--- config.mk ---
export PLATFORM = sky130hd
export DESIGN_NAME = cndm_mac_tx_tag_flat
export DESIGN_NICKNAME = d
export VERILOG_FILES = /design/src/rtl/cndm_mac_tx_tag_if.sv /design/src/rtl/cndm_mac_tx_tag.sv /design/src/flat_wrapper.sv
export SDC_FILE = /design/constraint.sdc
export NUM_CORES = 1
export LEC_CHECK = 0
export ABC_AREA = 1
export ABC_CLOCK_PERIOD_IN_PS = 3300
export BUFFER_PORTS_ARGS = -buffer_cell sky130_fd_sc_hd__buf_2
export CAP_MARGIN = 0
export CORE_ASPECT_RATIO = 0.7
export CORE_MARGIN = 2
export CORE_UTILIZATION = 45
export CTS_BUF_LIST = sky130_fd_sc_hd__clkbuf_8
export DETAILED_ROUTE_END_ITERATION = 6
export PLACE_DENSITY = 0.77
export SYNTH_ARGS = -nofsm -noshare
export SYNTH_HDL_FRONTEND = slang
export SYNTH_SLANG_ARGS = --single-unit
--- constraint.sdc ---
create_clock -name clk -period 3.3 [get_ports clk]
set_input_delay 0.66 -clock clk [delete_from_list [all_inputs] [get_ports clk]]
set_output_delay 0.66 -clock clk [all_outputs]
set_load 0.1 [all_outputs]
--- src/rtl/cndm_mac_tx_tag_if.sv ---
// cndm_mac_tx_tag_if
//   Bundles the four streams around the MAC TX tag block:
//     s_tx_*  : upstream frame beats plus the upstream request ID (s_tx_tid)
//     m_tx_*  : frame beats to the MAC plus the allocated MAC tag (m_tx_tid)
//     s_cpl_* : MAC TX completions (tag + timestamp)
//     m_cpl_* : completions translated back to request IDs
//   Modports:
//     slave  : the tag block's view (consumes s_*, produces m_*)
//     master : the surrounding core/MAC view
interface cndm_mac_tx_tag_if #(
  parameter int DATA_W   = 64,
  parameter int KEEP_W   = DATA_W/8,
  parameter int TAG_W    = 8,
  parameter int REQ_ID_W = 16,
  parameter int TS_W     = 96
);
  logic [DATA_W-1:0]   s_tx_tdata;
  logic [KEEP_W-1:0]   s_tx_tkeep;
  logic                s_tx_tlast;
  logic                s_tx_tuser;
  logic [REQ_ID_W-1:0] s_tx_tid;
  logic                s_tx_tvalid;
  logic                s_tx_tready;

  logic [DATA_W-1:0]   m_tx_tdata;
  logic [KEEP_W-1:0]   m_tx_tkeep;
  logic                m_tx_tlast;
  logic                m_tx_tuser;
  logic [TAG_W-1:0]    m_tx_tid;
  logic                m_tx_tvalid;
  logic                m_tx_tready;

  logic [TS_W-1:0]     s_cpl_ts;
  logic [TAG_W-1:0]    s_cpl_tid;
  logic                s_cpl_tvalid;
  logic                s_cpl_tready;

  logic [TS_W-1:0]     m_cpl_ts;
  logic [REQ_ID_W-1:0] m_cpl_req_id;
  logic                m_cpl_timeout;
  logic                m_cpl_tvalid;
  logic                m_cpl_tready;

  modport slave (
    input  s_tx_tdata, s_tx_tkeep, s_tx_tlast, s_tx_tuser, s_tx_tid, s_tx_tvalid,
    output s_tx_tready,
    output m_tx_tdata, m_tx_tkeep, m_tx_tlast, m_tx_tuser, m_tx_tid, m_tx_tvalid,
    input  m_tx_tready,
    input  s_cpl_ts, s_cpl_tid, s_cpl_tvalid,
    output s_cpl_tready,
    output m_cpl_ts, m_cpl_req_id, m_cpl_timeout, m_cpl_tvalid,
    input  m_cpl_tready
  );

  modport master (
    output s_tx_tdata, s_tx_tkeep, s_tx_tlast, s_tx_tuser, s_tx_tid, s_tx_tvalid,
    input  s_tx_tready,
    input  m_tx_tdata, m_tx_tkeep, m_tx_tlast, m_tx_tuser, m_tx_tid, m_tx_tvalid,
    output m_tx_tready,
    output s_cpl_ts, s_cpl_tid, s_cpl_tvalid,
    input  s_cpl_tready,
    input  m_cpl_ts, m_cpl_req_id, m_cpl_timeout, m_cpl_tvalid,
    output m_cpl_tready
  );
endinterface

--- src/rtl/cndm_mac_tx_tag.sv ---
// cndm_mac_tx_tag
//   Allocates a MAC transmit tag per frame, remembers the upstream request ID
//   against it, forwards beats to the MAC with that tag and maps MAC
//   completions back to the request ID before freeing the tag.
//   Ports:
//     clk, rst_n            : clock, synchronous active-low reset
//     bus (slave modport)   : s_tx/m_tx frame streams, s_cpl/m_cpl completions
//     stat_outstanding      : number of tags currently allocated
//     stat_err_unknown_tag  : 1-cycle pulse on a completion for a free or
//                             out-of-range tag
//   Optional build macro CNDM_TX_TAG_TIMEOUT_EN adds per-tag age counters and
//   synthesises timeout completions (m_cpl_timeout=1) for tags not completed
//   within TIMEOUT_CYCLES; without it m_cpl_timeout is tied low.
//
//   state    | meaning
//   ST_IDLE  | between frames; next beat handshake allocates a tag
//   ST_FRAME | mid-frame; beats use the held tag until tlast
module cndm_mac_tx_tag #(
  parameter int DATA_W   = 64,
  parameter int KEEP_W   = DATA_W/8,
  parameter int TAG_W    = 8,
  parameter int DEPTH    = 16,
  parameter int REQ_ID_W = 16,
  parameter int TS_W     = 96
`ifdef CNDM_TX_TAG_TIMEOUT_EN
  , parameter int TIMEOUT_CYCLES = 65535
`endif
) (
  input  logic                   clk,
  input  logic                   rst_n,
  cndm_mac_tx_tag_if.slave       bus,
  output logic [$clog2(DEPTH):0] stat_outstanding,
  output logic                   stat_err_unknown_tag
);
  localparam int IDX_W = $clog2(DEPTH);
  localparam int CNT_W = IDX_W + 1;

  typedef enum logic {ST_IDLE, ST_FRAME} state_t;

  state_t              state_q, state_d;
  logic [DEPTH-1:0]    alloc_q, alloc_set, alloc_clr;
  logic [IDX_W-1:0]    cur_tag_q, cand_idx, cpl_idx, free_idx, to_idx;
  logic [REQ_ID_W-1:0] req_tbl [DEPTH];
  logic                in_frame, tag_avail, tx_ok, tx_hs, start_hs;
  logic                cpl_ready, cpl_acc, cpl_hit, to_fire, free_en;
  logic                cpl_vld_q;
  logic [TS_W-1:0]     cpl_ts_q;
  logic [REQ_ID_W-1:0] cpl_rid_q;
  logic [DATA_W-1:0]   tx_data;
  logic [KEEP_W-1:0]   tx_keep;

  assign in_frame  = (state_q == ST_FRAME);
  assign tag_avail = ~&alloc_q;

  // lowest-index free tag; a tag freed this cycle is still marked allocated
  always_comb begin
    cand_idx = '0;
    for (int i = DEPTH-1; i >= 0; i--) begin
      if (!alloc_q[i]) cand_idx = IDX_W'(i);
    end
  end

  // TX pass-through; only frame starts are gated by tag availability
  assign tx_data            = bus.s_tx_tdata;
  assign tx_keep            = bus.s_tx_tkeep;
  assign bus.m_tx_tdata     = tx_data;
  assign bus.m_tx_tkeep     = tx_keep;
  assign bus.m_tx_tlast     = bus.s_tx_tlast;
  assign bus.m_tx_tuser     = bus.s_tx_tuser;
  assign tx_ok              = in_frame || tag_avail;
  assign bus.m_tx_tvalid    = bus.s_tx_tvalid && tx_ok;
  assign bus.s_tx_tready    = bus.m_tx_tready && tx_ok;
  assign bus.m_tx_tid       = TAG_W'(in_frame ? cur_tag_q : cand_idx);
  assign tx_hs              = bus.s_tx_tvalid && bus.s_tx_tready;
  assign start_hs           = tx_hs && !in_frame;

  always_comb begin
    state_d = state_q;
    case (state_q)
      ST_IDLE:  if (start_hs && !bus.s_tx_tlast) state_d = ST_FRAME;
      ST_FRAME: if (tx_hs && bus.s_tx_tlast)     state_d = ST_IDLE;
      default:  state_d = ST_IDLE;
    endcase
  end

  // completion path
  assign cpl_ready        = !cpl_vld_q || bus.m_cpl_tready;
  assign bus.s_cpl_tready = cpl_ready;
  assign cpl_acc          = bus.s_cpl_tvalid && cpl_ready;
  assign cpl_idx          = bus.s_cpl_tid[IDX_W-1:0];
  assign cpl_hit          = (32'(bus.s_cpl_tid) < DEPTH) && alloc_q[cpl_idx];

`ifdef CNDM_TX_TAG_TIMEOUT_EN
  localparam int AGE_W = $clog2(TIMEOUT_CYCLES + 1);

  logic [AGE_W-1:0] age_q [DEPTH];
  logic [DEPTH-1:0] exp_q;
  logic             cpl_to_q;

  always_comb begin
    to_idx = '0;
    for (int i = DEPTH-1; i >= 0; i--) begin
      if (exp_q[i]) to_idx = IDX_W'(i);
    end
  end

  // real completions win; a timeout only uses an otherwise idle output slot
  assign to_fire = cpl_ready && !cpl_acc && (|exp_q);

  always_ff @(posedge clk) begin
    if (!rst_n) begin
      exp_q <= '0;
      for (int i = 0; i < DEPTH; i++) age_q[i] <= '0;
    end else begin
      for (int i = 0; i < DEPTH; i++) begin
        if (alloc_set[i]) begin
          age_q[i] <= '0;
          exp_q[i] <= 1'b0;
        end else if (alloc_clr[i]) begin
          exp_q[i] <= 1'b0;
        end else if (alloc_q[i] && !exp_q[i]) begin
          age_q[i] <= age_q[i] + 1'b1;
          if (age_q[i] == AGE_W'(TIMEOUT_CYCLES - 1)) exp_q[i] <= 1'b1;
        end
      end
    end
  end

  always_ff @(posedge clk) begin
    if (!rst_n)                 cpl_to_q <= 1'b0;
    else if (cpl_acc && cpl_hit) cpl_to_q <= 1'b0;
    else if (to_fire)           cpl_to_q <= 1'b1;
  end

  assign bus.m_cpl_timeout = cpl_to_q;
`else
  assign to_fire           = 1'b0;
  assign to_idx            = '0;
  assign bus.m_cpl_timeout = 1'b0;
`endif

  assign free_en   = (cpl_acc && cpl_hit) || to_fire;
  assign free_idx  = to_fire ? to_idx : cpl_idx;
  assign alloc_set = start_hs ? (DEPTH'(1) << cand_idx) : '0;
  assign alloc_clr = free_en  ? (DEPTH'(1) << free_idx) : '0;

  always_ff @(posedge clk) begin
    if (!rst_n) begin
      state_q              <= ST_IDLE;
      cur_tag_q            <= '0;
      alloc_q              <= '0;
      stat_outstanding     <= '0;
      stat_err_unknown_tag <= 1'b0;
      cpl_vld_q            <= 1'b0;
      cpl_ts_q             <= '0;
      cpl_rid_q            <= '0;
    end else begin
      state_q <= state_d;
      if (start_hs) cur_tag_q <= cand_idx;
      alloc_q <= (alloc_q | alloc_set) & ~alloc_clr;
      case ({start_hs, free_en})
        2'b10:   stat_outstanding <= stat_outstanding + CNT_W'(1);
        2'b01:   stat_outstanding <= stat_outstanding - CNT_W'(1);
        default: stat_outstanding <= stat_outstanding;
      endcase
      stat_err_unknown_tag <= cpl_acc && !cpl_hit;
      if (cpl_acc && cpl_hit) begin
        cpl_vld_q <= 1'b1;
        cpl_ts_q  <= bus.s_cpl_ts;
        cpl_rid_q <= req_tbl[cpl_idx];
      end else if (to_fire) begin
        cpl_vld_q <= 1'b1;
        cpl_ts_q  <= '0;
        cpl_rid_q <= req_tbl[to_idx];
      end else if (bus.m_cpl_tready) begin
        cpl_vld_q <= 1'b0;
      end
    end
  end

  // request table needs no reset: entries are only read for allocated tags
  always_ff @(posedge clk) begin
    if (start_hs) req_tbl[cand_idx] <= bus.s_tx_tid;
  end

  assign bus.m_cpl_tvalid = cpl_vld_q;
  assign bus.m_cpl_ts     = cpl_ts_q;
  assign bus.m_cpl_req_id = cpl_rid_q;
endmodule
--- src/flat_wrapper.sv ---
// flat-port wrapper written by rule: the top's interface ports become plain ports
module cndm_mac_tx_tag_flat 
#(
  parameter int DATA_W   = 64,
  parameter int KEEP_W   = DATA_W/8,
  parameter int TAG_W    = 8,
  parameter int DEPTH    = 16,
  parameter int REQ_ID_W = 16,
  parameter int TS_W     = 96

)
  (clk, rst_n, stat_outstanding, stat_err_unknown_tag, bus_s_tx_tdata, bus_s_tx_tkeep, bus_s_tx_tlast, bus_s_tx_tuser, bus_s_tx_tid, bus_s_tx_tvalid, bus_s_tx_tready, bus_m_tx_tdata, bus_m_tx_tkeep, bus_m_tx_tlast, bus_m_tx_tuser, bus_m_tx_tid, bus_m_tx_tvalid, bus_m_tx_tready, bus_s_cpl_ts, bus_s_cpl_tid, bus_s_cpl_tvalid, bus_s_cpl_tready, bus_m_cpl_ts, bus_m_cpl_req_id, bus_m_cpl_timeout, bus_m_cpl_tvalid, bus_m_cpl_tready);
  cndm_mac_tx_tag_if #(.DATA_W(DATA_W), .KEEP_W(KEEP_W), .TAG_W(TAG_W), .REQ_ID_W(REQ_ID_W), .TS_W(TS_W)) bus_i ();
  input  logic clk;
  input  logic rst_n;
  output logic [$clog2(DEPTH):0] stat_outstanding;
  output logic stat_err_unknown_tag;
  input wire logic [$bits(bus_i.s_tx_tdata)-1:0] bus_s_tx_tdata;
  input wire logic [$bits(bus_i.s_tx_tkeep)-1:0] bus_s_tx_tkeep;
  input wire logic [$bits(bus_i.s_tx_tlast)-1:0] bus_s_tx_tlast;
  input wire logic [$bits(bus_i.s_tx_tuser)-1:0] bus_s_tx_tuser;
  input wire logic [$bits(bus_i.s_tx_tid)-1:0] bus_s_tx_tid;
  input wire logic [$bits(bus_i.s_tx_tvalid)-1:0] bus_s_tx_tvalid;
  output wire logic [$bits(bus_i.s_tx_tready)-1:0] bus_s_tx_tready;
  output wire logic [$bits(bus_i.m_tx_tdata)-1:0] bus_m_tx_tdata;
  output wire logic [$bits(bus_i.m_tx_tkeep)-1:0] bus_m_tx_tkeep;
  output wire logic [$bits(bus_i.m_tx_tlast)-1:0] bus_m_tx_tlast;
  output wire logic [$bits(bus_i.m_tx_tuser)-1:0] bus_m_tx_tuser;
  output wire logic [$bits(bus_i.m_tx_tid)-1:0] bus_m_tx_tid;
  output wire logic [$bits(bus_i.m_tx_tvalid)-1:0] bus_m_tx_tvalid;
  input wire logic [$bits(bus_i.m_tx_tready)-1:0] bus_m_tx_tready;
  input wire logic [$bits(bus_i.s_cpl_ts)-1:0] bus_s_cpl_ts;
  input wire logic [$bits(bus_i.s_cpl_tid)-1:0] bus_s_cpl_tid;
  input wire logic [$bits(bus_i.s_cpl_tvalid)-1:0] bus_s_cpl_tvalid;
  output wire logic [$bits(bus_i.s_cpl_tready)-1:0] bus_s_cpl_tready;
  output wire logic [$bits(bus_i.m_cpl_ts)-1:0] bus_m_cpl_ts;
  output wire logic [$bits(bus_i.m_cpl_req_id)-1:0] bus_m_cpl_req_id;
  output wire logic [$bits(bus_i.m_cpl_timeout)-1:0] bus_m_cpl_timeout;
  output wire logic [$bits(bus_i.m_cpl_tvalid)-1:0] bus_m_cpl_tvalid;
  input wire logic [$bits(bus_i.m_cpl_tready)-1:0] bus_m_cpl_tready;
  assign bus_i.s_tx_tdata = bus_s_tx_tdata;
  assign bus_i.s_tx_tkeep = bus_s_tx_tkeep;
  assign bus_i.s_tx_tlast = bus_s_tx_tlast;
  assign bus_i.s_tx_tuser = bus_s_tx_tuser;
  assign bus_i.s_tx_tid = bus_s_tx_tid;
  assign bus_i.s_tx_tvalid = bus_s_tx_tvalid;
  assign bus_s_tx_tready = bus_i.s_tx_tready;
  assign bus_m_tx_tdata = bus_i.m_tx_tdata;
  assign bus_m_tx_tkeep = bus_i.m_tx_tkeep;
  assign bus_m_tx_tlast = bus_i.m_tx_tlast;
  assign bus_m_tx_tuser = bus_i.m_tx_tuser;
  assign bus_m_tx_tid = bus_i.m_tx_tid;
  assign bus_m_tx_tvalid = bus_i.m_tx_tvalid;
  assign bus_i.m_tx_tready = bus_m_tx_tready;
  assign bus_i.s_cpl_ts = bus_s_cpl_ts;
  assign bus_i.s_cpl_tid = bus_s_cpl_tid;
  assign bus_i.s_cpl_tvalid = bus_s_cpl_tvalid;
  assign bus_s_cpl_tready = bus_i.s_cpl_tready;
  assign bus_m_cpl_ts = bus_i.m_cpl_ts;
  assign bus_m_cpl_req_id = bus_i.m_cpl_req_id;
  assign bus_m_cpl_timeout = bus_i.m_cpl_timeout;
  assign bus_m_cpl_tvalid = bus_i.m_cpl_tvalid;
  assign bus_i.m_cpl_tready = bus_m_cpl_tready;
  cndm_mac_tx_tag #(.DATA_W(DATA_W), .KEEP_W(KEEP_W), .TAG_W(TAG_W), .DEPTH(DEPTH), .REQ_ID_W(REQ_ID_W), .TS_W(TS_W)) u_core (.clk(clk), .rst_n(rst_n), .bus(bus_i), .stat_outstanding(stat_outstanding), .stat_err_unknown_tag(stat_err_unknown_tag));
endmodule
---- Word level (Yosys, flattened, before mapping) ----
Memory sizes are Yosys's and may differ from the RTL's. A register that Yosys moved wholly into a read port is not among the register bits.
Cells that the tools add are included.
operators by class
  add/sub/neg operators ................... 2
  magnitude comparators ................... 2
  eq/ne operators ......................... 2
  shifts and indexed selects .............. 2
  mux-type cells .......................... 29
  bitwise logic cells ..................... 4
  reduce and logical (&&, ||, !) cells .... 21
operators by type and width
  cell                                                                   count
  4-bit two-way mux                                                      17
  16-bit two-way mux                                                     2
  1-bit by 4-bit left shift with 16-bit output (first input constant)    2
  16-bit bitwise AND                                                     1
  16-bit NOT                                                             1
  16-bit bitwise OR                                                      1
  16-bit AND reduction                                                   1
  1-bit logical AND                                                      10
  5-bit one-hot mux with 2 select lines                                  1
  8-bit by 5-bit < comparator with 1-bit output (second input constant)  1
  1-bit two-way mux                                                      7
  1-bit logical NOT                                                      6
  5-bit by 1-bit adder with 5-bit output (second input constant)         1
  4-bit by 5-bit < comparator with 1-bit output (second input constant)  1
  5-bit by 1-bit subtractor with 5-bit output (second input constant)    1
  1-bit binary-select mux with 4-bit select                              1
  2-bit nonzero test                                                     2
  2-bit by 1-bit == test with 1-bit output (second input constant)       1
  2-bit == test (second input constant)                                  1
  1-bit logical OR                                                       2
  1-bit one-hot mux with 2 select lines                                  1
  1-bit NOT                                                              1
storage, ports and cells
  bits in registers ....................... 124
  RAM bits ................................ 256
  input port bits ......................... 200
  output and inout bits ................... 205
  word-level logic and storage cells ...... 70
  memories kept ........................... 1
memory list
  memory          depth  width  rd ports  clocked after Yosys merged registers in  write ports  RTL line               source
  u_core.req_tbl  16     16     1         1                                        1            cndm_mac_tx_tag.sv:43  logic [REQ_ID_W-1:0] req_tbl [DEPTH];

---- Logic depth before layout (Yosys ltp) ----
  word-level depth ........................ 20
  depth in mapped cells ................... 21
  mapped depth without buffers ............ 19

---- Least setup slack after synthesis ----
Ideal clock, no wire load.
  kind .................................... register -> output
  start ................................... register u_core.alloc_q[15]
  end ..................................... output bus_m_tx_tid[0]
  data arrival time ....................... 3.352 ns
  slack ................................... -0.712 ns
  cell stages (with the launch flop) ...... 18
  path buffers ............................ 0
  cell sequence ........................... dfxtp_1 > inv_1 > nand2_1 > nand2_1 > nand2_1 > nand2_1 > nand2_1 > nand2_1 > nand2_1 > nand2_1 > nand2_1 > nand2_1 > nand2_1 > nand2_1 > nand2_1 > nand2_1 > nand2_1 > o21ai_0
on the way
  longest elaborated chain between the ends .. 17
ends and longest elaborated chain
  what                              RTL line                source
  start: declaration                cndm_mac_tx_tag.sv:41   logic [DEPTH-1:0] alloc_q, alloc_set, alloc_clr;
  start signal: assignment          cndm_mac_tx_tag.sv:160  alloc_q <= (alloc_q | alloc_set) & ~alloc_clr;
  4-bit two-way mux (16 in series)  cndm_mac_tx_tag.sv:59   if (!alloc_q[i]) cand_idx = IDX_W'(i);
  4-bit two-way mux                 cndm_mac_tx_tag.sv:73   assign bus.m_tx_tid = TAG_W'(in_frame ? cur_tag_q : cand_idx);
  end: declaration                  flat_wrapper.sv:29      output wire logic [$bits(bus_i.m_tx_tid)-1:0] bus_m_tx_tid;
No other way between the ends.

---- Worst setup path after layout ----
Same ends and word-level chain as after synthesis.

==> results.json <==
{
  "status": "finished with violations",
  "failed_checks": "design-rule violations",
  "rows": 56,
  "p_total_mw": 10.0,
  "multi_input_area_mm2": 0.00403,
  "via_count": 11500,
  "layout.cells.non_filler": 2136,
  "critical_path.startpoint_type": "register",
  "die_x_um": 226,
  "clockBufferDepth": 3,
  "synth-warning-count": 0,
  "cp.depth": 18,
  "dp_hpwl_mm": 26.3,
  "clockRootBuffer": "clkbuf_8",
  "max_stage_delay_ns": 0.33,
  "fp.dieArea_mm2": 0.0362,
  "portBuffers": 253,
  "ant_nets": 0,
  "gr-total-overflow": 0,
  "max_slew_margin": 0.372,
  "grt_pass1_vias": 10900,
  "fin_crit_ns": 3.10,
  "regToRegSetupSlack_ns": 0.29,
  "power_density_mw_per_mm2": 553,
  "finalClockSkew_ns": 0.0372,
  "crit_start": "u_core.alloc_q[15]",
  "synth_area_leader_cell": "edfxtp_1",
  "setup_tns_ns": 0,
  "crit_family": "simple AND/OR/NAND/NOR gates",
  "max_freq_mhz": 323,
  "cp-endpoint": "bus_m_tx_tid[0]",
  "grt_max_degree": 98,
  "placed_cells": 2034,
  "report.final.slew_viol_count": 0,
  "dr.pass1.iters": 7,
  "cts_buffers": 54,
  "whs_ns": 0.237,
  "cp_max_fo": 6,
  "drive_gt1_frac": 0.239,
  "avgSynthCellArea_um2": 10.9,
  "tritoncts": "yes",
  "critical_path_buf_inv_count": 2,
  "hold_violations": 0,
  "cp_common_cell": "nand2_1",
  "netlist.area_leader.share": 0.493,
  "ctsHtreeMaxLevel": 2,
  "start_util": 0.462,
  "syn_to_final_growth_pct": 16.3,
  "yosys-top-cells-area": "edfxtp_1, dfxtp_1, nor2_1",
  "worstSetupPathType": "reg2out",
  "setup_viol_count_final": 0,
  "die_h_um": 160,
  "synth-edff-count": 256,
  "critPathSlowestCell": "dfxtp_1",
  "reg2regPathDepth": 18,
  "rr_endpoint": "u_core.stat_outstanding[4]",
  "peakVddDrop_mv": 0.306,
  "async_reset_ff_frac": 0,
  "seq_area_frac_synth": 0.673,
  "cp_data_required_time_ns": 2.64,
  "antenna_found_initial": 2,
  "final_core_util": 0.537,
  "synth_ff_type": "edfxtp_1",
  "arrival_ns": 2.44,
  "synth-seq-cells": 396,
  "clk_pin_slew_worst_paths_ns": 0.07,
  "worst_slack_ns": 0.202,
  "path_cells": "inv_1 -> nand2_1 -> nand2_1 -> nand2_1 -> nand2_1 -> nand2_1 -> nand2_1 -> nand2_1 -> nand2_1 -> nand2_1 -> nand2_1 -> nand2_1 -> nand2_1 -> nand2_2 -> nand2_2 -> nand2_2 -> o21ai_2 -> buf_12",
  "clock_latency_ns": 0.63,
  "grt_pass1_wl_mm": 64.1,
  "r2r_start": "u_core.alloc_q[9]",
  "post-route-period-util": 0.939,
  "min_path_cells": 2,
  "place_area_mm2": 0.0169,
  "remaining_drc_errors": 3,
  "worstMarginPinSlew_ns": 0.941,
  "leakagePower_nw": 7.27,
  "place_congestion": 0.885,
  "clock-sinks": 396,
  "routedWlPerCell_um": 20.1,
  "max-cap-violations": 0,
  "vias_per_cell": 5.40,
  "critPathCaptureType": "output pin",
  "fp.coreArea_mm2": 0.0338,
  "fillerInstances": 2952,
  "netlist_instances": 1430,
  "ys_types": 38,
  "final-seq-area_mm2": 0.0105,
  "place_ws_ns": -0.0446,
  "drt_wl_total_mm": 42.8,
  "ios": 405,
  "holdBufCountCts": 0,
  "min_path_type": "in2reg",
  "grt_usage": 0.231,
  "fin_nets": 1831,
  "drtIter0Drc": 1322,
  "post-route-cell-area_mm2": 0.0181,
  "synth_area_mm2": 0.0156
}
logic make-up after synthesis:
family | Yosys count | share of synthesized area
other | 1 | 0.000241
adder cells (fa/ha/maj) | 5 | 0.00449
AO/OA/AOI/OAI | 284 | 0.109
flip-flops | 396 | 0.673
XOR/XNOR | 2 | 0.00112
buffers and inverters | 212 | 0.0727
AND/OR/NAND/NOR | 530 | 0.140
flip-flops by register name (all words and copies together), names as in the netlist, named ones only:
register	count
u_core.bus.m_cpl_tvalid	1
u_core.cur_tag_q	4
u_core.stat_err_unknown_tag	1
u_core.req_tbl	256
u_core.bus.m_cpl_req_id	16
u_core.bus.m_cpl_ts	96
u_core.stat_outstanding	5
u_core.alloc_q	16
how the worst min path moves through the flow:
stage	slack, ns	to	from
final	0.24	register	bus_s_tx_tlast
after global placement	0.44	u_core.cur_tag_q[2]	u_core.cur_tag_q[2]
after floorplan	0.42	u_core.cur_tag_q[2]	u_core.cur_tag_q[2]
after CTS	0.22	register	bus_s_tx_tlast
after detailed placement	0.45	u_core.stat_outstanding[4]	u_core.stat_outstanding[4]
after global routing	0.22	register	bus_s_tx_tlast
routing by layer:
metal	wire [µm]	GRT usage
met1	17300	0.309
met2	20000	0.361
met3	4240	0.0615
met4	1300	0.0858
met5	0	0
cell usage after synthesis (3+ instances only):
cell type / n
nor3_1: 4
o22ai_1: 5
o211ai_1: 7
a22oi_1: 60
ha_1: 4
buf_1: 10
a21oi_1: 26
nand2_1: 188
buf_2: 15
o211a_1: 3
buf_4: 81
inv_2: 5
dfxtp_1: 140
a41oi_1: 14
nand4_1: 42
edfxtp_1: 256
nand3_1: 45
clkbuf_1: 50
inv_1: 47
o21ai_0: 160
nor2_1: 245
cell type report:
cell class | instances | area share
Tap cell | 464 | 0.0320
Inverter | 54 | 0.0113
Antenna cell | 2 | 0.000276
Clock inverter | 42 | 0.0202
Timing Repair Buffer | 294 | 0.0909
Multi-Input combinational cell | 826 | 0.222
Sequential cell | 396 | 0.579
Clock buffer | 58 | 0.0440
repair_timing:
action / 4_1_cts / 5_1_grt
endpoints found under the setup margin: 1 / 4
buffers inserted: 0 / 0
gates resized for setup: 1 / 13
power by group:
part / total (mW) / leakage (nW) / switching [mW] / internal [mW]
registers: 5.32 / 3.44 / 0.0176 / 5.30
logic: 0.641 / 3.18 / 0.474 / 0.167
clock network: 4.07 / 0.655 / 1.88 / 2.18
cell usage in the layout (no fill, tap or decap), drive strengths merged:
| cell | netlist | final |
|---|---|---|
| o22ai | 5 | 5 |
| inv | 52 | 71 |
| nor4 | 2 | 2 |
| ha | 4 | 4 |
| a21oi | 27 | 27 |
| clkbuf | 50 | 60 |
| nand2 | 190 | 190 |
| nor2 | 246 | 246 |
| o31ai | 2 | 2 |
| clkinvlp | 0 | 1 |
| o2111ai | 1 | 1 |
| a31oi | 1 | 1 |
| clkinv | 2 | 17 |
| dfxtp | 140 | 140 |
| a211oi | 2 | 2 |
| edfxtp | 256 | 256 |
| o2bb2ai | 1 | 1 |
| diode | 0 | 2 |
| o21ai | 160 | 160 |
| nand3 | 45 | 45 |
| nor3 | 5 | 5 |
| xnor2 | 2 | 2 |
| bufinv | 0 | 7 |
| fa | 1 | 1 |
| a22oi | 60 | 60 |
| o211a | 3 | 3 |
| buf | 108 | 292 |
| a31o | 1 | 1 |
| o211ai | 7 | 7 |
| nand4 | 42 | 42 |
| a41oi | 14 | 14 |
| conb | 1 | 5 |
Power figures use the tool's default switching activity.
